--- src/rtl/packet_readout_serializer.sv ---
// Packet readout serializer: a small packet FIFO feeding a framed MSB-first serial line.
// Each frame is a start bit followed by PCKT_W data bits; writes that find the FIFO full are counted as drops.
module packet_readout_serializer #(
  parameter int PCKT_W = 51,
  parameter int DEPTH  = 4,
  parameter int AW     = 2
) (
  input  logic              CLK,
  input  logic              RST,
  input  logic [PCKT_W-1:0] PCKT_I,
  input  logic              PCKT_WR,
  input  logic              SKIP_EMPTY,
  input  logic              SER_EN,
  output logic              DATA_O,
  output logic              DATA_VALID,
  output logic              BUSY,
  output logic              FIFO_EMPTY,
  output logic              FIFO_FULL,
  output logic [AW:0]       OCC,
  output logic [7:0]        DROP_CNT
);

  localparam int CW = $clog2(PCKT_W);
  localparam logic [AW:0]   OCC_ONE   = (AW+1)'(1);
  localparam logic [AW:0]   OCC_ZERO  = (AW+1)'(0);
  localparam logic [AW:0]   OCC_DEPTH = (AW+1)'(DEPTH);
  localparam logic [CW-1:0] CNT_LAST  = CW'(PCKT_W - 1);

  typedef enum logic [1:0] {IDLE, START, SHIFT, GAP} state_t;

  state_t            state_r;
  logic [PCKT_W-1:0] mem_r [DEPTH];
  logic [AW-1:0]     wptr_r;
  logic [AW-1:0]     rptr_r;
  logic [PCKT_W-1:0] sreg_r;
  logic [CW-1:0]     bit_cnt_r;
  logic              wr_req_s;
  logic              pop_s;
  logic              wr_acc_s;
  logic              drop_s;
  logic [AW:0]       occ_nxt_s;

  // Write qualification, pop decision and next occupancy.
  always_comb begin
    wr_req_s  = PCKT_WR & ~(SKIP_EMPTY & ~PCKT_I[0]);
    pop_s     = (state_r == IDLE) & SER_EN & ~FIFO_EMPTY;
    // A pop on the same edge frees the slot, so a full FIFO can still take the write.
    wr_acc_s  = wr_req_s & (~FIFO_FULL | pop_s);
    drop_s    = wr_req_s & FIFO_FULL & ~pop_s;
    occ_nxt_s = OCC;
    if (wr_acc_s && !pop_s) begin
      occ_nxt_s = OCC + OCC_ONE;
    end else if (pop_s && !wr_acc_s) begin
      occ_nxt_s = OCC - OCC_ONE;
    end else begin
      occ_nxt_s = OCC;
    end
  end

  // Packet storage; pointers carry the reset, the array itself does not.
  always_ff @(posedge CLK) begin
    if (wr_acc_s) begin
      mem_r[wptr_r] <= PCKT_I;
    end
  end

  // FIFO pointers, occupancy flags and saturating drop counter.
  always_ff @(posedge CLK or posedge RST) begin
    if (RST) begin
      wptr_r     <= '0;
      rptr_r     <= '0;
      OCC        <= OCC_ZERO;
      FIFO_EMPTY <= 1'b1;
      FIFO_FULL  <= 1'b0;
      DROP_CNT   <= 8'd0;
    end else begin
      if (wr_acc_s) begin
        wptr_r <= wptr_r + AW'(1);
      end
      if (pop_s) begin
        rptr_r <= rptr_r + AW'(1);
      end
      OCC        <= occ_nxt_s;
      FIFO_EMPTY <= (occ_nxt_s == OCC_ZERO);
      FIFO_FULL  <= (occ_nxt_s == OCC_DEPTH);
      if (drop_s && (DROP_CNT != 8'hFF)) begin
        DROP_CNT <= DROP_CNT + 8'd1;
      end
    end
  end

  // Serial framing FSM; outputs are loaded with the values of the state being entered.
  always_ff @(posedge CLK or posedge RST) begin
    if (RST) begin
      state_r    <= IDLE;
      sreg_r     <= '0;
      bit_cnt_r  <= '0;
      DATA_O     <= 1'b0;
      DATA_VALID <= 1'b0;
      BUSY       <= 1'b0;
    end else begin
      case (state_r)
        IDLE: begin
          if (pop_s) begin
            state_r    <= START;
            sreg_r     <= mem_r[rptr_r];
            bit_cnt_r  <= CNT_LAST;
            DATA_O     <= 1'b1;
            DATA_VALID <= 1'b1;
            BUSY       <= 1'b1;
          end else begin
            DATA_O     <= 1'b0;
            DATA_VALID <= 1'b0;
            BUSY       <= 1'b0;
          end
        end
        START: begin
          state_r    <= SHIFT;
          DATA_O     <= sreg_r[PCKT_W-1];
          sreg_r     <= {sreg_r[PCKT_W-2:0], 1'b0};
          DATA_VALID <= 1'b1;
          BUSY       <= 1'b1;
        end
        SHIFT: begin
          // bit_cnt_r is the index of the packet bit currently on DATA_O.
          if (bit_cnt_r == '0) begin
            state_r    <= GAP;
            DATA_O     <= 1'b0;
            DATA_VALID <= 1'b0;
          end else begin
            DATA_O     <= sreg_r[PCKT_W-1];
            sreg_r     <= {sreg_r[PCKT_W-2:0], 1'b0};
            bit_cnt_r  <= bit_cnt_r - CW'(1);
            DATA_VALID <= 1'b1;
          end
          BUSY <= 1'b1;
        end
        GAP: begin
          state_r    <= IDLE;
          DATA_O     <= 1'b0;
          DATA_VALID <= 1'b0;
          BUSY       <= 1'b0;
        end
        default: begin
          state_r    <= IDLE;
          DATA_O     <= 1'b0;
          DATA_VALID <= 1'b0;
          BUSY       <= 1'b0;
        end
      endcase
    end
  end

endmodule

--- config.mk ---
export PLATFORM = sky130hd
export DESIGN_NAME = packet_readout_serializer
export DESIGN_NICKNAME = d
export VERILOG_FILES = /design/src/rtl/packet_readout_serializer.sv
export SDC_FILE = /design/constraint.sdc
export NUM_CORES = 1
export LEC_CHECK = 0
export BUFFER_PORTS_ARGS = -buffer_cell sky130_fd_sc_hd__buf_2
export CAP_MARGIN = 30
export CORE_AREA = 5 5 176 178
export CTS_CLUSTER_DIAMETER = 60
export DETAILED_ROUTE_END_ITERATION = 8
export DIE_AREA = 0 0 181 183
export RECOVER_POWER = 100
export REMOVE_ABC_BUFFERS = 1
export SLEW_MARGIN = 20
export SYNTH_ARGS = -nofsm -noshare
export SYNTH_HDL_FRONTEND = slang
export SYNTH_SLANG_ARGS = --single-unit
--- constraint.sdc ---
create_clock -name CLK -period 4 [get_ports CLK]
set_clock_uncertainty 0.2 [all_clocks]
set_input_delay 0.4 -clock CLK [delete_from_list [all_inputs] [get_ports CLK]]
set_output_delay 0.4 -clock CLK [all_outputs]
set_load 0.01 [all_outputs]
### Word level (Yosys, flattened, before mapping)

Memories as Yosys holds them, arrays and structs flattened.
Index checks and enable logic that the tools add are counted.

| storage, ports and cells | value |
|---|---|
| register bits after elaboration | 79 |
| bits in writable memories | 204 |
| bits of input ports | 56 |
| output and inout port bits | 16 |
| logic and storage cells | 73 |
| memories kept | 1 |

| cells by class | value |
|---|---|
| $add $sub $neg | 6 |
| equality and inequality tests | 8 |
| multiplexer cells | 19 |
| bitwise logic cells | 13 |
| reduce and logical (&&, ||, !) cells | 14 |

Memories:

| name | depth | width | read ports | clocked after memory_dff | write ports | RTL line | source |
|---|---|---|---|---|---|---|---|
| mem_r | 4 | 51 | 1 | 0 | 1 | 32 | `logic [PCKT_W-1:0] mem_r [DEPTH];` |

Operator list:

| operator | number |
|---|---|
| $pmux W51 S3 | 1 |
| $mux W51 | 2 |
| $mux W6 | 2 |
| $pmux W6 S2 | 1 |
| $add A8 B1 Y8 const B | 1 |
| $ne A8 B8 Y1 const B | 1 |
| $pmux W1 S4 | 2 |
| $pmux W2 S4 | 1 |
| $and A1 B1 Y1 | 7 |
| $logic_not A6 Y1 | 1 |
| $mux W3 | 2 |
| $ne A2 B2 Y1 const B | 3 |
| $reduce_and A3 Y1 | 2 |
| $sub A6 B1 Y6 const B | 1 |
| $mux W1 | 5 |
| $not A1 Y1 | 5 |
| $add A2 B1 Y2 const B | 2 |
| $eq A2 B2 Y1 const B | 2 |
| $mux W2 | 2 |
| $add A3 B1 Y3 const B | 1 |
| $eq A3 B3 Y1 const B | 1 |
| $logic_and A1 B1 Y1 | 3 |
| $logic_not A3 Y1 | 1 |
| $pmux W1 S3 | 1 |
| other kinds (9) | 10 |

### Logic depth before layout (Yosys ltp)

| depth | value |
|---|---|
| word-level depth | 10 |
| mapped depth | 8 |
| depth with buffers taken out | 6 |

### Worst setup path before layout

Ideal clock, no wire load.

| timing path | value |
|---|---|
| path kind | reg-to-reg |
| start | register state_r[0] |
| end | memory mem_r[0][0], enable pin |
| setup time | 414 ps |
| arrival | 2,582 ps |
| required time | 3,386 ps |
| path slack | 804 ps |
| stages on the path, launching flop included | 6 |
| path buffers | 0 |
| period minus slack after synthesis | 3,196 ps |
| cells stage by stage | dfrtp_1 inv_1 ha_1 nand3b_2 a21oi_1 and2_1 |

| on the way | value |
|---|---|
| word-level cells in the longest chain between the ends | 7 |

RTL lines:

| what | RTL line | source |
|---|---|---|
| start, declared | 31 | `state_t state_r;` |
| start signal, assigned | 95 | `state_r <= IDLE;` |
| start signal, assigned | 105 | `state_r <= START;` |
| start signal, assigned | 118 | `state_r <= SHIFT;` |
| $logic_not A2 Y1 | 46 | `pop_s = (state_r == IDLE) & SER_EN & ~FIFO_EMPTY;` |
| $and A1 B1 Y1 (2 in a row) | 46 |  |
| $or A1 B1 Y1 | 48 | `wr_acc_s = wr_req_s & (~FIFO_FULL \| pop_s);` |
| $and A1 B1 Y1 | 48 |  |
| $mux W1 | 62 | `if (wr_acc_s) begin` |
| $mux W1 (implied by the code) | 63 | `mem_r[wptr_r] <= PCKT_I;` |
| end, declared | 32 |  |

Every way passes these cells.

### Worst setup path after layout

| timing path | value |
|---|---|
| start | register state_r[0] |
| end | memory mem_r[2][11], enable pin |

Same word-level chain as after synthesis.

==> flow_summary.json <==
{
  "met3_usage_pct": 2.20,
  "synth_top_family_by_area": "multiplexers",
  "seq_area_frac_synth_pct": 69.2,
  "worst_pin_slew_ps": 1490,
  "r2r-start": "state_r[0]",
  "ios": 72,
  "synthCells": 588,
  "cts_buffers": 31,
  "die_w_um": 181,
  "grt_pass1_wl_um": 35300,
  "netlist_area_um2": 11700,
  "route.vias.total": 5682,
  "min_period_ps": 3200,
  "avgViaCountPerCell": 4.95,
  "p_leak_nw": 4.83,
  "ir_worst_vdd_v": 0.000381,
  "tns_ps": 0,
  "synthMuxAreaShare_pct": 21.8,
  "status": "finished, final reports clean",
  "grt_antenna_before_repair": 0,
  "grt_pass1_vias": 6306,
  "cts_setup_buffers": 0,
  "n_antenna_cell": 0,
  "synth-seq-cells": 283,
  "cp.required_ps": 3960,
  "overflow": 0,
  "clock_latency_ps": 550,
  "crit_path_start": "state_r[0]",
  "synth_edf_count": 204,
  "grt_max_degree": 52,
  "synth_compound_area_share_pct": 1.63,
  "area_growth_pct": 16.7,
  "busiest_layer": "met2",
  "ys.flop_type": "edfxtp_1",
  "seqPwrFrac_pct": 41.3,
  "cts_sinks": 283,
  "finalCritPeriodShare_pct": 80.0,
  "wire_per_inst_um": 18.8,
  "r2r_setup_slack_ps": 800,
  "cp_max_fo": 51,
  "drt-total-wl_um": 21500,
  "die_area_um2": 33100,
  "synth.distinct_cells": 46,
  "start_util_pct": 40.1,
  "yosysMostFrequentCell": "edfxtp_1",
  "netlist_top_cells_count": "edfxtp_1 (204), dfrtp_1 (78), mux2_2 (56), mux4_2 (48), mux2_4 (47)",
  "min_from": "PCKT_WR",
  "dr.first_iter.drc_count": 269,
  "rows": 63,
  "synth_xor_area_share_pct": 0.822,
  "cp-start-kind": "flop",
  "worst_ep_arrival_time_ps": 3160,
  "whs_path_depth": 4,
  "worstRegToRegCells": 6,
  "maxSlewViolCount": 0,
  "ctsLongestPathBuffers": 3,
  "min_to": "OCC[1]",
  "remaining_drc_errors": 0,
  "coreArea_um2": 29200,
  "place_congestion": 0.750,
  "yosysWarnings": 0,
  "synth.largest_area_cell": "edfxtp_1",
  "cap_violations": 0,
  "powerDensity_nw_per_um2": 763,
  "portBuffers": 71,
  "layout.nets": 802,
  "async_reset_ff_share_pct": 27.9,
  "end_kind": "flop",
  "worst_hold_path_type": "input pin to flop",
  "swShare_pct": 29.6,
  "p_int_w": 0.00734,
  "use_met1_pct": 17.8,
  "yosys-top-cells-area": "edfxtp_1 (52%), dfrtp_1 (17%), mux4_2 (9.2%)",
  "h-tree-depth": 1,
  "synth_fa_ha_area_share_pct": 1.50,
  "placed_cell_area_um2": 12500,
  "critical_path_class": "flop to flop",
  "yosys.area_share.simple_pct": 2.82,
  "clk_pin_slew_ps": 60,
  "cts_tree": "yes",
  "synth_area_per_cell_um2": 19.9,
  "finalHoldViolations": 0,
  "postRouteAntennaNets": 0,
  "comb_power_share_pct": 33.3,
  "root_buffer": "clkbuf_16",
  "grt_usage_pct": 13.2,
  "post-route-util_pct": 46.7,
  "synth_top_area_share_pct": 52.3,
  "use_met2_pct": 22.6,
  "rsz0062_at_grt": "no",
  "final_area_um2": 13700,
  "clkPwrFrac_pct": 25.4,
  "cts_resized": 0,
  "die_height_um": 183,
  "finalSetupViolCount": 0,
  "drive_gt1_share_pct": 23.0,
  "drtPass1Iterations": 4,
  "dp_hpwl_um": 12700,
  "switchingPower_w": 0.00309,
  "max_freq_ghz": 0.312,
  "max_slew_margin_pct": 0.689,
  "timing.rr.end": "mem_r[2][11]"
}
==> worst max path at each step <==
stage,endpoint,cells after the start
after detailed placement,mem_r[1][41],6
final,mem_r[2][11],6
after global placement,mem_r[0][22],6
after CTS,mem_r[1][27],6
after global routing,rptr_r[0],4
after floorplan,sreg_r[0],6
==> placed cells by master, fill, tap and decap left out, drive strengths merged, types with 2 or more instances in the layout <==
cell	n
nand2	6
mux2	105
clkbuf	110
a2111oi	2
xor2	7
nor2b	6
bufinv	2
clkinvlp	2
buf	12
inv	13
mux2i	3
nor2	17
a211oi	2
clkinv	13
nor3	5
nand4	5
xnor2	4
nand3	6
nand2b	4
a21oi	6
mux4	51
dlygate4sd3	52
dfrtp	78
o21ai	4
and2	7
ha	14
edfxtp	204
a31oi	2
==> metrics by stage <==
stage	setup slack (ps)	cells	power, W	hold slack (ps)
after floorplan	-1450	564	0.00762	252
after global placement	1120	1037	0.00836	221
after detailed placement	1000	1037	0.00848	223
after CTS	991	1147	0.0112	73.4
after global routing	456	1147	0.0111	117
final	798	1147	0.0104	96.1
==> power groups by stage <==
stage / clock network (W) / registers, W / logic, W
after floorplan: 0 / 0.00440 / 0.00322
after global placement: 0 / 0.00435 / 0.00401
after detailed placement: 0 / 0.00438 / 0.00410
after CTS: 0.00273 / 0.00434 / 0.00416
after global routing: 0.00286 / 0.00440 / 0.00383
final: 0.00265 / 0.00431 / 0.00347
==> routing by layer <==
layer / wire [um] / vias up
met5: 0 / -
met4: 585 / 0
met3: 700 / 38
met2: 10600 / 99
met1: 9650 / 2940
li1: - / 2605
==> sequential cells by signal, summed over array words and instances, names as in the netlist, 2 cells and up <==
| signal | flops |
|---|---|
| mem_r | 204 |
| rptr_r | 2 |
| wptr_r | 2 |
| bit_cnt_r | 6 |
| OCC | 3 |
| sreg_r | 51 |
| DROP_CNT | 8 |
| state_r | 2 |
==> what timing repair did <==
item,CTS,global route
setup endpoints to repair,0,0
hold buffers,52,0
endpoints found under the hold margin,226,0
==> layout make-up <==
class | instances | area [um2]
Clock buffer | 39 | 806
Multi-Input combinational cell | 270 | 3160
Clock inverter | 19 | 150
Fill cell | 2520 | 15600
Sequential cell | 283 | 8110
Timing Repair Buffer | 135 | 915
Tap cell | 390 | 488
Inverter | 11 | 42.5
==> worst max-delay path, cell delays in order (launching register included) <==
cell and delay (ps):
dfrtp_1 400, inv_1 120, ha_1 270, nand3b_1 320, a21oi_1 530, and2_2 220
clkbuf_4 720
==> cell families (layout without fill, tap and decap cells) <==
| kind of cell | after synthesis | count (layout) |
|---|---|---|
| buffers and inverters | 35 | 204 |
| flip-flops | 283 | 283 |
| AND/OR/NAND/NOR | 61 | 61 |
| multiplexers | 159 | 159 |
| XOR/XNOR | 11 | 11 |
| adder cells (fa/ha/maj) | 14 | 14 |
| AO/OA/AOI/OAI | 25 | 25 |
Power figures use the tool's default switching activity.
